[config.mk]
export PLATFORM = sky130hd
export DESIGN_NAME = tdc_hit_sequencer
export DESIGN_NICKNAME = d
export VERILOG_FILES = /design/src/rtl/tdc_pkg.sv /design/src/rtl/tdc_therm_encoder.sv /design/src/rtl/tdc_hit_sequencer.sv
export SDC_FILE = /design/constraint.sdc
export NUM_CORES = 1
export LEC_CHECK = 0
export ABC_CLOCK_PERIOD_IN_PS = 8300
export BUFFER_PORTS_ARGS = -buffer_cell sky130_fd_sc_hd__clkbuf_2
export CELL_PAD_IN_SITES_DETAIL_PLACEMENT = 0
export CELL_PAD_IN_SITES_GLOBAL_PLACEMENT = 1
export CORE_MARGIN = 2
export CORE_UTILIZATION = 31
export CTS_CLUSTER_DIAMETER = 150
export DETAILED_ROUTE_END_ITERATION = 10
export PLACE_DENSITY = 0.55
export SLEW_MARGIN = 10
export SYNTH_ARGS = -nofsm -noshare
export SYNTH_HDL_FRONTEND = slang
export SYNTH_HIERARCHICAL = 1
export SYNTH_SLANG_ARGS = --single-unit
[constraint.sdc]
create_clock -name clk -period 8.3 [get_ports clk]
set_input_delay 1.66 -clock clk [delete_from_list [all_inputs] [get_ports clk]]
set_output_delay 1.66 -clock clk [all_outputs]
set_load 0.01 [all_outputs]
[src/rtl/tdc_pkg.sv]
// tdc_pkg: shared types and constants for the TDC hit sequencer.
//   tdc_state_e    sequencer state encoding
//   tap_w()        delay-line tap count from the number of CARRY4 stages
//   fine_w()       width of a fine code that spans 0..TAP_W
//   RST_*          reset values of the sequencer's scalar outputs and state
package tdc_pkg;

    typedef enum logic [2:0] {
        S_IDLE,
        S_ARMED,
        S_ENCODE,
        S_HOLD,
        S_DEAD,
        S_FLUSH
    } tdc_state_e;

    function automatic int tap_w(input int ncarry4);
        return 4 * ncarry4;
    endfunction

    function automatic int fine_w(input int taps_w);
        return $clog2(taps_w + 1);
    endfunction

    localparam tdc_state_e RST_STATE = S_IDLE;
    localparam logic       RST_ARM   = 1'b0;
    localparam logic       RST_VALID = 1'b0;
    localparam logic       RST_STUCK = 1'b0;

endpackage

[src/rtl/tdc_therm_encoder.sv]
// tdc_therm_encoder: combinational thermometer-to-binary converter.
//   therm  in  TAP_W   latched delay-line taps, bit 0 nearest the trigger
//   fine   out FINE_W  fine code 0..TAP_W
// Build option TDC_BUBBLE_FILTER_EN:
//   undefined -> fine = popcount(therm)
//   defined   -> 3-bit majority filter (edge bits padded with themselves),
//                then fine = run length of ones starting at bit 0
module tdc_therm_encoder #(
    parameter int TAP_W  = 32,
    parameter int FINE_W = 6
) (
    input  logic [TAP_W-1:0]  therm,
    output logic [FINE_W-1:0] fine
);

`ifdef TDC_BUBBLE_FILTER_EN
    logic [TAP_W+1:0] ext;
    logic [TAP_W-1:0] filt;
    logic             run;

    // Pad each end with its own edge bit so the window never leaves the line.
    assign ext = {therm[TAP_W-1], therm, therm[0]};

    always_comb begin
        filt = '0;
        for (int i = 0; i < TAP_W; i++) begin
            filt[i] = (ext[i] & ext[i+1]) | (ext[i] & ext[i+2]) | (ext[i+1] & ext[i+2]);
        end
    end

    always_comb begin
        fine = '0;
        run  = 1'b1;
        for (int i = 0; i < TAP_W; i++) begin
            run  = run & filt[i];
            fine = fine + FINE_W'(run);
        end
    end
`else
    always_comb begin
        fine = '0;
        for (int i = 0; i < TAP_W; i++) begin
            fine = fine + FINE_W'(therm[i]);
        end
    end
`endif

endmodule

[src/rtl/tdc_hit_sequencer.sv]
// tdc_hit_sequencer: arms a carry-chain TDC, captures one hit, hands out one
// timestamp (coarse count + fine code), then enforces dead time and waits for
// the line to clear before re-arming.
//   clk, rst_n     clock, asynchronous active-low reset
//   enable         run coarse counter / allow arming
//   taps           registered delay-line outputs, bit 0 nearest the trigger
//   arm            trigger gate to the line (high only in ARMED)
//   ts_valid/ready timestamp handshake
//   ts_coarse      coarse count of the detection cycle
//   ts_fine        fine code 0..TAP_W
//   line_stuck     sticky: line failed to clear within FLUSH_MAX cycles
// Build option TDC_BUBBLE_FILTER_EN selects the fine encoder (see encoder).
module tdc_hit_sequencer
    import tdc_pkg::*;
#(
    parameter  int NCARRY4     = 8,
    parameter  int COARSE_W    = 16,
    parameter  int DEAD_CYCLES = 4,
    parameter  int FLUSH_MAX   = 16,
    localparam int TAP_W       = tap_w(NCARRY4),
    localparam int FINE_W      = fine_w(TAP_W)
) (
    input  logic                clk,
    input  logic                rst_n,
    input  logic                enable,
    input  logic [TAP_W-1:0]    taps,
    output logic                arm,
    output logic                ts_valid,
    input  logic                ts_ready,
    output logic [COARSE_W-1:0] ts_coarse,
    output logic [FINE_W-1:0]   ts_fine,
    output logic                line_stuck
);

    localparam int DCW = $clog2(DEAD_CYCLES + 1);
    localparam int FCW = $clog2(FLUSH_MAX + 1);

    tdc_state_e          state;
    logic [COARSE_W-1:0] coarse;
    logic [COARSE_W-1:0] cap_coarse;
    logic [TAP_W-1:0]    cap_taps;
    logic                tap0_q;
    logic [DCW-1:0]      dead_cnt;
    logic [FCW-1:0]      flush_cnt;
    logic [FINE_W-1:0]   enc_fine;
    logic                line_clear;

    assign line_clear = (taps == '0);

    tdc_therm_encoder #(
        .TAP_W  (TAP_W),
        .FINE_W (FINE_W)
    ) u_enc (
        .therm (cap_taps),
        .fine  (enc_fine)
    );

    always_ff @(posedge clk or negedge rst_n) begin
        if (!rst_n) begin
            state      <= RST_STATE;
            arm        <= RST_ARM;
            ts_valid   <= RST_VALID;
            line_stuck <= RST_STUCK;
            ts_coarse  <= '0;
            ts_fine    <= '0;
            coarse     <= '0;
            cap_coarse <= '0;
            cap_taps   <= '0;
            tap0_q     <= 1'b0;
            dead_cnt   <= '0;
            flush_cnt  <= '0;
        end else begin
            tap0_q <= taps[0];
            if (enable) coarse <= coarse + 1'b1;
            // arm is registered: it is set on every transition into or stay in ARMED.
            arm <= 1'b0;
            case (state)
                S_IDLE: begin
                    if (enable && line_clear) begin
                        state <= S_ARMED;
                        arm   <= 1'b1;
                    end
                end
                S_ARMED: begin
                    if (!enable) begin
                        state <= S_IDLE;
                    end else if (taps[0] && !tap0_q) begin
                        cap_taps   <= taps;
                        cap_coarse <= coarse;
                        state      <= S_ENCODE;
                    end else begin
                        arm <= 1'b1;
                    end
                end
                S_ENCODE: begin
                    ts_valid  <= 1'b1;
                    ts_coarse <= cap_coarse;
                    ts_fine   <= enc_fine;
                    state     <= S_HOLD;
                end
                S_HOLD: begin
                    if (ts_ready) begin
                        ts_valid <= 1'b0;
                        dead_cnt <= '0;
                        state    <= S_DEAD;
                    end
                end
                S_DEAD: begin
                    // Last dead cycle also performs the first flush check, so a
                    // clean line re-arms DEAD_CYCLES+1 cycles after the transfer.
                    if (dead_cnt == DCW'(DEAD_CYCLES - 1)) begin
                        flush_cnt <= '0;
                        if (!enable) begin
                            state <= S_IDLE;
                        end else if (line_clear) begin
                            state <= S_ARMED;
                            arm   <= 1'b1;
                        end else begin
                            state <= S_FLUSH;
                        end
                    end else begin
                        dead_cnt <= dead_cnt + 1'b1;
                    end
                end
                S_FLUSH: begin
                    if (!enable) begin
                        state <= S_IDLE;
                    end else if (line_clear) begin
                        state <= S_ARMED;
                        arm   <= 1'b1;
                    end else if (flush_cnt == FCW'(FLUSH_MAX - 1)) begin
                        // IDLE only re-arms on a clear line, which gives the retry rule.
                        line_stuck <= 1'b1;
                        state      <= S_IDLE;
                    end else begin
                        flush_cnt <= flush_cnt + 1'b1;
                    end
                end
                default: state <= S_IDLE;
            endcase
        end
    end

endmodule

== Word-level counts from Yosys, hierarchy flattened ==
Cells that the tools add are included.
Storage, ports and cells
  logic and storage cells: 105
  memories kept: 0
  bits in registers: 101
  memory bits (writable): 0
  ROM bits: 0
  latch bits: 0
Operators by class
  reduce and logical (&&, ||, !) cells: 14
  multiplexer cells: 28
  bitwise gates (word level): 1
  order comparisons: 0
  $mul: 0
  divide/modulo/power cells: 0
  equality and inequality tests: 16
  add/sub/neg operators: 34
  shift operators: 0
Operator list (count)
  adder 6 x 1 -> 6 bit: 30
  2-to-1 mux 3 bit: 12
  logical NOT 32 bit: 1
  2-to-1 mux 5 bit: 4
  case mux 3 bit (6 select lines): 1
  adder 16 x 1 -> 16 bit (second input constant): 1
  != test 2 bit (second input constant): 7
  case mux 5 bit (2 select lines): 1
  AND reduction 5 bit: 2
  equality test 3 x 2 -> 1 bit (second input constant): 3
  2-to-1 mux 1 bit: 7
  equality test 3 bit (second input constant): 2
  case mux 3 bit (2 select lines): 1
  AND reduction 3 bit: 2
  nonzero test 2 bit: 3
  adder 5 x 1 -> 5 bit (second input constant): 1
  equality test 5 x 4 -> 1 bit (second input constant): 1
  != test 4 bit (second input constant): 1
  case mux 1 bit (4 select lines): 1
  AND reduction 4 bit: 1
  adder 3 x 1 -> 3 bit (second input constant): 1
  equality test 3 x 1 -> 1 bit (second input constant): 1
  logical NOT 3 bit: 1
  != test 3 bit (second input constant): 1
  6 further kinds: 7

== Longest topological paths before layout ==
Gate-level depths: netlist of the first run.
  depth after elaboration: 31
  mapped depth: 17

== Cells and area by module ==
The synthesis of the first run kept the hierarchy.
By module, submodules not included
  tdc_hit_sequencer: cells an instance 306, area each 4252.8 um2, seq. area each 2527.4 um2, instances 1
  tdc_therm_encoder: cells an instance 94, area each 845.8 um2, seq. area each 0.0 um2, instances 1

== Least setup slack after synthesis of the first run ==
OpenSTA, ideal clock, no wires.
  kind: reg2reg
  from: register cap_taps[20]
  to: register ts_fine[4]
  data arrival time: 4617 ps
  data required time: 8172 ps
  library setup time: 128 ps
  period minus slack after synthesis: 4745 ps
  buffers on the path: 0
  cell stages (with the launch flop): 18
  slack: 3555 ps
  cells stage by stage: dfrtp_1 fa_1 inv_1 fa_1 inv_1 fa_1 inv_1 fa_1 fa_1 fa_1 inv_1 ha_1 inv_1 fa_1 nand2b_1 a21oi_2 xor2_1 mux2_1
On the way
  longest elaborated chain between the ends: 12
RTL lines
  start, declared: line tdc_hit_sequencer.sv:41  | logic [TAP_W-1:0] cap_taps;
  start signal, assigned: line tdc_hit_sequencer.sv:88  | cap_taps <= taps;
  adder 6 x 1 -> 6 bit (12 in series): line tdc_therm_encoder.sv:43  | fine = fine + FINE_W'(therm[i]);
  net enc_fine[4]: line tdc_hit_sequencer.sv:45  | logic [FINE_W-1:0] enc_fine;
  end signal, assigned: line tdc_hit_sequencer.sv:98  | ts_fine <= enc_fine;
  end, declared: line tdc_hit_sequencer.sv:31  | output logic [FINE_W-1:0] ts_fine,
The timed path passes the listed nets, and every way through them passes these cells.
A chain may end at the register's enable or synchronous reset.

== Final worst setup path of the first run ==
Same ends and word-level chain as after synthesis.

==> out/metrics.yaml, run 1 <==
max_slew_margin_pct: 40.6
timing.fmax_mhz: 202
drive_gt1_share_pct: 22.3
cts-root-buf: "clkbuf_16"
power.total_mw: 1.05
antenna_found_initial: 0
tightest_slew_ns: 0.891
netlist_instances: 400
final_area_sq_um: 5950
synthTopCellsByCount: "101 x dfrtp_1, 64 x mux2_1, 56 x inv_1"
routed_via_density: 4.52
reg2reg_from: "cap_taps[20]"
synth_top_cells_by_area: "dfrtp_1 50%, mux2_1 14%, fa_1 9.4%"
synth_fp_nets: 473
yosysTopAreaCellShare_pct: 49.6
grt_pass1_wl_um: 17700
overflow: 0
post_cts_buffers: 0
cts-buffers-inserted: 9
ys_seq_area_share_pct: 49.6
rows: 46
ioPinCount: 61
postCtsHoldBufs: 0
antenna_cells: 0
worstSetupStartpoint: "cap_taps[20]"
dp_slack_ns: 3.37
hp-class: "reg2reg"
track_usage_pct: 12.8
path_cells: "fa_1 -> inv_1 -> fa_1 -> inv_1 -> fa_1 -> inv_1 -> fa_1 -> fa_1 -> fa_1 -> inv_1 -> ha_1 -> inv_1 -> fa_1 -> nand2b_1 -> a21oi_2 -> xor2_1 -> mux2_1"
period_share_pct: 59.6
synth_warnings: 6
die_w_um: 132
cts_tree: "yes"
gp_congestion: 0.777
slowest_stage: "fa_1"
final_max_slew_viol_count: 0
routedWlPerCell_um: 14.8
cts-htree-levels: 3
grt_max_degree: 70
drt_wl_total_um: 10100
synth_seq_cells: 101
worst_setup_path_start_kind: "register"
yosysMostFrequentCell: "dfrtp_1"
ys_types: 49
critical_path_class: "reg2reg"
path_common_cell: "fa_1"
cts.sinks: 101
synth-main-ff-cell: "dfrtp_1"
setup_viol: 0
finalHoldViolCount: 0
cap_violations: 0
tns_ns: 0
finClkSkew_ns: 0.00556
path_buf_inv: 5
dpl.hpwl_um: 7460
area_growth_pct: 16.7
synth_area_leader_cell: "dfrtp_1"
dr_total_vias: 3086
drc_errors: 0
powerDensity_nw_per_um2: 177
nets: 534
clock_path_buffers: 2
slowest_delay_ns: 0.56
io_buffers: 60
outcome: "finished clean"
clk_latency_ns: 0.35
drt_first_iter_violations: 122
post_dp_cell_area_sq_um: 5630
period_minus_slack_ns: 4.95
worstPathMaxFanout: 2
route.antenna.remaining_nets: 0
rsz0062_at_grt: "false"
critPathCaptureType: "register"
vdd_drop_max_v: 0.0000981
post_cts_resized: 0
required_ns: 8.54
path_clk_slew_ns: 0.07
synth-edff-count: 0
power.leakage_nw: 3.05
synth_area_sq_um: 5100
initial_utilization_pct: 31.9
core_sq_um: 16000
dr.pass1.iters: 4
min-delay-start: "line_stuck"
async_flop_share_pct: 100
crit_family: "adder cells"
grt_pass1_vias: 3377
cp_data_arrival_time_ns: 5.18
utilization_pct: 37.2
syn_area_per_cell_sq_um: 12.7
die_h_um: 132
design.die.area_sq_um: 17500
finalWorstSetupSlack_ns: 3.35
==> power breakdown <==
group	internal [mW]	switching, mW	total (mW)
logic	0.0244	0.0296	0.0540
registers	0.509	0.0218	0.531
clock network	0.268	0.198	0.466
total	0.801	0.249	1.05
==> metal layers <==
layer / track usage (%) / vias to the layer above / share of wire, % / routed length [um]
met5: 0 / - / 0 / 0
met4: 5.56 / 0 / 2.1 / 210
met3: 2.27 / 12 / 2.6 / 267
met2: 20.3 / 40 / 49 / 4920
met1: 17.4 / 1572 / 47 / 4730
li1: - / 1462 / - / -
==> cells in the final DEF, fill, tap and decap left out, drive strengths merged, types with 2 or more instances in the layout <==
cell type and instances:
nand2b 4, o31ai 3, a31oi 2, bufinv 2, buf 4, mux2 68
fa 24, nor2 13, dfrtp 101, a21oi 3, xnor2 13, clkinv 2
nor4 9, o21ai 10, nand4 7, inv 59, or4b 2, nor3 3
o211ai 2, a21o 2, ha 13, clkbuf 69, o2111ai 3, nand2 20
xor2 5, nand3 4, nor2b 5, and3 4
==> sequential cells by signal, summed over array words and instances (netlist names) <==
register and cells:
state 3, ts_coarse 16, ts_valid 1, line_stuck 1, tap0_q 1, arm 1
dead_cnt 3, ts_fine 6, flush_cnt 5, cap_coarse 16, cap_taps 32, coarse 16
==> logic make-up (layout without fill, tap and decap cells) <==
kind of cell,Yosys count,in the layout,share of synthesized area (%)
AOI/OAI and AO/OA,31,31,4.91
xor gates and xnor gates,18,18,3.09
adders and majority gates,37,37,12.6
buffers and inverters,70,136,5.64
DFF,101,101,49.6
muxes,69,69,15.2
and+or+nand+nor,74,74,8.96
==> worst paths after layout <==
check,end,slack [ns],cells after the start
worst max-delay path,ts_fine[4],3.35,17
worst min-delay path,line_stuck,0.47,1
worst max register to register,ts_fine[4],3.35,17
worst min register to register,line_stuck,0.47,1
max in group asynchronous,ts_coarse[6],5.82,2
min in group asynchronous,ts_valid,1.25,1
==> final cells by class <==
cell class | count | area (sq um)
Multi-Input combinational cell | 229 | 2290
Tap cell | 216 | 270
Inverter | 57 | 214
Clock buffer | 10 | 229
Timing Repair Buffer | 63 | 325
Fill cell | 1632 | 10100
Sequential cell | 101 | 2530
Clock inverter | 6 | 93.8
==> stage by stage <==
stage / hold WS [ns] / cells
finish: 0.472 / 682
global route: 0.487 / 682
CTS: 0.478 / 682
detailed placement: 0.457 / 666
global placement: 0.453 / 666
floorplan: 0.435 / 400
Note: power is estimated with default switching activity, not from simulation.
==> run 2: changes to the inputs <==
- ABC_CLOCK_PERIOD_IN_PS: 8300 -> 4360
- PLACE_DENSITY: 0.55 -> 0.57
- clock period: 8.3 -> 4.36 ns (I/O delays scaled with it)
==> run 2 against run 1 <==
The run now ends with negative setup slack left. Via count fell by 0.19%. Core utilization grew 0.22 points. Largest cell class unchanged. Total power grew 80%.
==> out/metrics.yaml, run 2 (synthesis gave the netlist of run 1 again) <==
critical_path_class: "reg2reg"
tightest_slew_ns: 0.785  # -0.106 ns
die_h_um: 132  # unchanged
top_register: "cap_taps"
antenna_found_initial: 0  # unchanged
grt.busiest_layer: "met2"
cp.depth: 17  # unchanged
cts-root-buf: "clkbuf_16"
worst_setup_path_start_kind: "register"
hp-class: "in2async"
period_minus_slack_ns: 4.84  # -0.107 ns
path_clk_slew_ns: 0.07  # about the same
grtUsageMet1_pct: 16.5  # -0.91 points
core_sq_um: 16000  # unchanged
route.antenna.remaining_nets: 0  # unchanged
die_w_um: 132  # unchanged
worstPathMaxFanout: 2  # unchanged
max_slew_margin_pct: 47.6  # +7.0 points
antenna_cells: 0  # unchanged
required_ns: 4.59  # -3.95 ns
largest_reg_flops: 32  # unchanged
multi_input_area_sq_um: 2320  # +1.5%
outcome: "complete, but fails checks"
cts.sinks: 101  # unchanged
dp_slack_ns: -0.411  # -3.78 ns
ioPinCount: 61  # unchanged
area_growth_pct: 17.3
path_common_cell: "fa_1"
clk_latency_ns: 0.35  # about the same
final_area_sq_um: 5980  # +0.59%
nets: 539  # +0.94%
critPathCaptureType: "register"
cap_violations: 0  # unchanged
routedWlPerCell_um: 14.7  # -1.1%
drive_gt1_share_pct: 25.9  # +3.6 points
rows: 46  # unchanged
vdd_drop_max_v: 0.000158  # +61%
setup_viol: 5  # +5
initial_utilization_pct: 31.9  # unchanged
path_buf_inv: 7  # +2
dr.pass1.iters: 5  # +1
violations: "negative setup slack"
crit_family: "adder cells"
rsz0062_at_grt: "true"
period_share_pct: 111  # +51 points
grt_max_degree: 62  # -11%
seq_area_sq_um: 2530  # unchanged
fillers: 1595  # -2.3%
final_cell_mix: "101 x dfrtp_1, 61 x mux2_1, 59 x clkbuf_2, 51 x inv_1, 22 x fa_1"
gp_congestion: 0.801  # +3.1%
cts-htree-levels: 3  # unchanged
dr_total_vias: 3080  # -0.19%
finClkSkew_ns: 0.00735  # +0.00179 ns
overflow: 0  # unchanged
r2r_cells: 17  # unchanged
cts-buffers-inserted: 9  # unchanged
final_common_cell: "dfrtp_1"
power.total_mw: 1.89  # +80%
met3_usage_pct: 3.04  # +0.77 points
post_dp_cell_area_sq_um: 5670  # +0.76%
drt_wl_total_um: 10100  # -0.33%
finalWorstSetupSlack_ns: -0.479  # -3.83 ns
dpl.hpwl_um: 7390  # -0.94%
drc_errors: 0  # unchanged
io_buffers: 60  # unchanged
finalHoldViolCount: 0  # unchanged
routed_via_density: 4.48  # -0.92%
timing.fmax_mhz: 207  # +2.2%
use_met2_pct: 20.5  # +0.14 points
powerDensity_nw_per_um2: 315  # +79%
cp_data_arrival_time_ns: 5.07  # -0.11 ns
track_usage_pct: 12.7  # -0.18 points
grt_pass1_vias: 3358  # -0.56%
clock_path_buffers: 2  # unchanged
slowest_delay_ns: 0.56  # about the same
path_cells: "fa_1 -> inv_2 -> fa_1 -> inv_1 -> fa_1 -> inv_2 -> fa_1 -> fa_1 -> fa_1 -> inv_1 -> ha_2 -> inv_2 -> fa_2 -> buf_4 -> buf_6 -> xnor2_2 -> mux2_4"
cts_tree: "yes"
grt_pass1_wl_um: 17400  # -1.9%
design.die.area_sq_um: 17500  # unchanged
final_max_slew_viol_count: 0  # unchanged
power.leakage_nw: 3.06  # +0.47%
drt_first_iter_violations: 134  # +9.8%
slowest_stage: "fa_1"
==> run 2: changes by cell type in the layout (fill, tap and decap cells not counted), moves of 2 or more <==
| cell | before | now |
|---|---|---|
| inv_1 | 56 | 51 |
| bufinv_16 | 2 | 0 |
| inv_6 | 1 | 3 |
| fa_1 | 24 | 22 |
| fa_2 | 0 | 2 |
| inv_2 | 1 | 6 |
| mux2_1 | 64 | 61 |
| buf_4 | 4 | 8 |
| mux2_4 | 0 | 3 |
==> run 2: final cells by class <==
type	instances	share of cell area [%]
clock buffers	10	3.83
inverters	57	3.58
clock inverters	6	0.899
multi-input cells	229	38.8
repair buffers	68	6.13
well taps	216	4.52
flip-flops and latches	101	42.2
==> run 2: stage by stage <==
stage	cells	util, %	setup TNS [ns]	hold slack, ns
after floorplan	400	-	-0.820	0.435
after global placement	670	35.4	-1.50	0.452
after detailed placement	670	35.4	-1.64	0.452
after CTS	686	37.2	-1.68	0.298
after global routing	687	37.4	-2.53	0.297
final	687	37.4	-1.82	0.312
==> run 2: path summary, 6_finish.rpt <==
kind | slack [ns] | startpoint | to
setup / recovery | -0.48 | cap_taps[20] | ts_fine[2]
hold / removal | 0.31 | rst_n | flush_cnt[0]
setup reg to reg | -0.48 | cap_taps[20] | ts_fine[2]
hold reg to reg | 0.47 | cap_taps[0] | cap_taps[0]
max in group asynchronous | 3.08 | rst_n | coarse[3]
min in group clk | 0.47 | cap_taps[0] | cap_taps[0]
==> run 2: timing repair <==
action | in CTS | in global routing
pin swaps | 7 | 0
setup buffers | 0 | 1
gates resized for setup | 0 | 11
hold endpoints to repair | 0 | 0
setup endpoints to repair | 5 | 5
hold buffers | 0 | 0
==> run 2: where the power goes <==
part           switching [mW]  internal [mW]  total (mW)
registers              0.0409          0.969        1.01
clock network           0.375          0.399       0.774
logic                  0.0558         0.0466       0.102
==> run 2: routing by layer <==
metal | up-vias | share of wire, %
li1 | 1473 | -
met1 | 1558 | 47
met2 | 37 | 49
met3 | 12 | 3.1
met4 | 0 | 1.6
met5 | - | 0
==> run 3: changes to the inputs <==
- ABC_AREA: unset -> 1
- PLACE_DENSITY: 0.57 -> 0.59
==> run 3 against run 2 <==
The flow still finishes with violations (negative setup slack). Die area rose by 3.0%. Synthesized cell count rose by 36%. Non-clock buffer count is the same. Register-to-register slack improved by 0.11 ns. Sequential share of layout area down 1.2 points. Global-route usage grew 0.22 points. Critical endpoint is now ts_fine[4]. Highest routed layer unchanged.
==> out/metrics.yaml, run 3 <==
outcome: "complete, but fails checks"
violations: "negative setup slack"
cap_violations: 0  # unchanged
track_usage_pct: 12.9  # +0.22 points
placed_cells: 815  # +22%
synth_warnings: 6  # unchanged
ys_seq_area_share_pct: 48.1  # -1.5 points
routedWlPerCell_um: 12.9  # -12%
nets: 683  # +27%
final_cell_mix: "107 x inv_1, 101 x dfrtp_1, 100 x nand2_1, 59 x clkbuf_2, 42 x nor2_1"
required_ns: 4.59  # about the same
gp_congestion: 0.801  # unchanged
route.antenna.remaining_nets: 0  # unchanged
design.die.area_sq_um: 18000  # +3.0%
postCtsHoldBufs: 0  # unchanged
timing.fmax_mhz: 211  # +2.3%
final_common_cell: "inv_1"
drt_first_iter_violations: 131  # -2.2%
io_buffers: 60  # unchanged
path_clk_slew_ns: 0.07  # about the same
clock_path_buffers: 2  # unchanged
period_share_pct: 108  # -2.5 points
core_sq_um: 16600  # +3.6%
r2r_cells: 18  # +1
grt_pass1_vias: 3736  # +11%
antenna_found_initial: 0  # unchanged
cts-htree-levels: 3  # unchanged
largest_reg_flops: 32  # unchanged
netlist_instances: 542  # +36%
critical_path_class: "reg2reg"
routed_via_density: 4.33  # -3.5%
tightest_slew_ns: 1.13  # +0.348 ns
cts-root-buf: "clkbuf_16"
rsz0062_at_grt: "true"
antenna_cells: 0  # unchanged
die_w_um: 134  # +1.5%
top_register: "cap_taps"
dr.pass1.iters: 4  # -1
worstPathMaxFanout: 2  # unchanged
overflow: 0  # unchanged
finalHoldViolCount: 0  # unchanged
period_minus_slack_ns: 4.73  # -0.110 ns
cts.sinks: 101  # unchanged
syn_area_per_cell_sq_um: 9.70  # -24%
cts_tree: "yes"
r2r_slack_ns: -0.37  # +0.11 ns
finalWorstSetupSlack_ns: -0.369  # +0.110 ns
synth-edff-count: 0  # unchanged
die_h_um: 134  # +1.5%
synth_area_leader_cell: "dfrtp_1"
yosysTopAreaCellShare_pct: 48.1  # -1.5 points
ys_types: 28  # -43%
synth_fp_nets: 615  # +30%
yosysMostFrequentCell: "inv_1"
drc_errors: 0  # unchanged
dr_total_vias: 3604  # +17%
hp-class: "reg2reg"
grt_pass1_wl_um: 18200  # +4.6%
dp_slack_ns: -0.374  # +0.0369 ns
final_max_slew_viol_count: 0  # unchanged
finClkSkew_ns: 0.00635  # -0.00101 ns
utilization_pct: 37.1  # -0.29 points
drt_wl_total_um: 10700  # +6.2%
max_slew_margin_pct: 24.2  # -23 points
setup_viol: 5  # unchanged
grt_max_degree: 78  # +26%
cts-buffers-inserted: 9  # unchanged
clk_latency_ns: 0.35  # about the same
initial_utilization_pct: 31.7  # -0.18 points
critPathCaptureType: "register"
rows: 47  # +2.2%
hold-path-cell-count: 2
worst_setup_path_start_kind: "register"
synth-main-ff-cell: "dfrtp_1"
ioPinCount: 61  # unchanged
cp_data_arrival_time_ns: 4.96  # -0.11 ns
drive_gt1_share_pct: 23.2  # -2.7 points
synthTopCellsByCount: "109 x inv_1, 103 x nand2_1, 101 x dfrtp_1"
stdcell_count: 833  # +21%
synth_top_cells_by_area: "dfrtp_1 48%, fa_1 9.1%, mux2_2 8.1%"
synth_seq_cells: 101  # unchanged
synth_area_sq_um: 5260  # +3.1%
dpl.hpwl_um: 8030  # +8.6%
area_growth_pct: 17.1
async_flop_share_pct: 100  # unchanged
run 3: cell families (layout without fill, tap and decap cells):
group           count (synthesis)  in the layout  share of synthesized area (%)
buf+inv                       120            191                           8.95
xor+xnor                       13             13                           2.17
mux                            43             43                           9.38
fa+ha+maj                      37             37                           12.2
flops                         101            101                           48.1
compound gates                 42             42                           4.14
simple gates                  186            186                           15.0
run 3: per-stage QoR:
stage,setup TNS (ns),area (sq um),hold WS [ns]
floorplan,-0.424,5260,0.435
global placement,-1.08,5810,0.454
detailed placement,-1.24,5810,0.459
CTS,-1.39,6080,0.486
global route,-2.44,6150,0.518
finish,-1.65,6150,0.476
run 3: critical path: stages (launching register included):
cell     delay (ns)
dfrtp_1        0.40
fa_1           0.53
inv_1          0.05
fa_1           0.50
inv_1          0.05
fa_1           0.47
inv_1          0.05
fa_1           0.46
fa_1           0.53
fa_1           0.42
inv_1          0.08
ha_2           0.18
inv_2          0.04
fa_2           0.34
inv_2          0.07
nand3_2        0.06
nand3_2        0.08
nand2_1        0.05
mux2_2         0.25
run 3: final cells by class:
cell class	count	area, sq um
well taps	220	275
fillers	1714	10400
multi-input cells	321	2310
repair buffers	68	363
clock inverters	3	23.8
clock buffers	11	243
flip-flops and latches	101	2530
inverters	109	409
run 3: worst paths after layout:
path / startpoint / to
max: cap_taps[20] / ts_fine[4]
max in group asynchronous: rst_n / coarse[12]
min: cap_taps[0] / cap_taps[0]
max reg2reg: cap_taps[20] / ts_fine[4]
min in group asynchronous: rst_n / ts_fine[1]
min reg2reg: cap_taps[0] / cap_taps[0]
run 3: what timing repair did:
item / 4_1_cts / 5_1_grt
buffers inserted: 1 / 3
pin swaps: 3 / 7
gates resized for setup: 0 / 10
setup endpoints to repair: 5 / 5
run 3: metal layers:
metal	GRT usage [%]	wire length, um	up-vias
met1	16.2	4860	1750
li1	-	-	1800
met4	4.56	172	0
met3	3.51	412	12
met5	0	0	-
met2	21.4	5270	42
Power of run 3 is not shown: default switching activity piles up to over one toggle a cycle in this logic, so the estimate is an artifact.
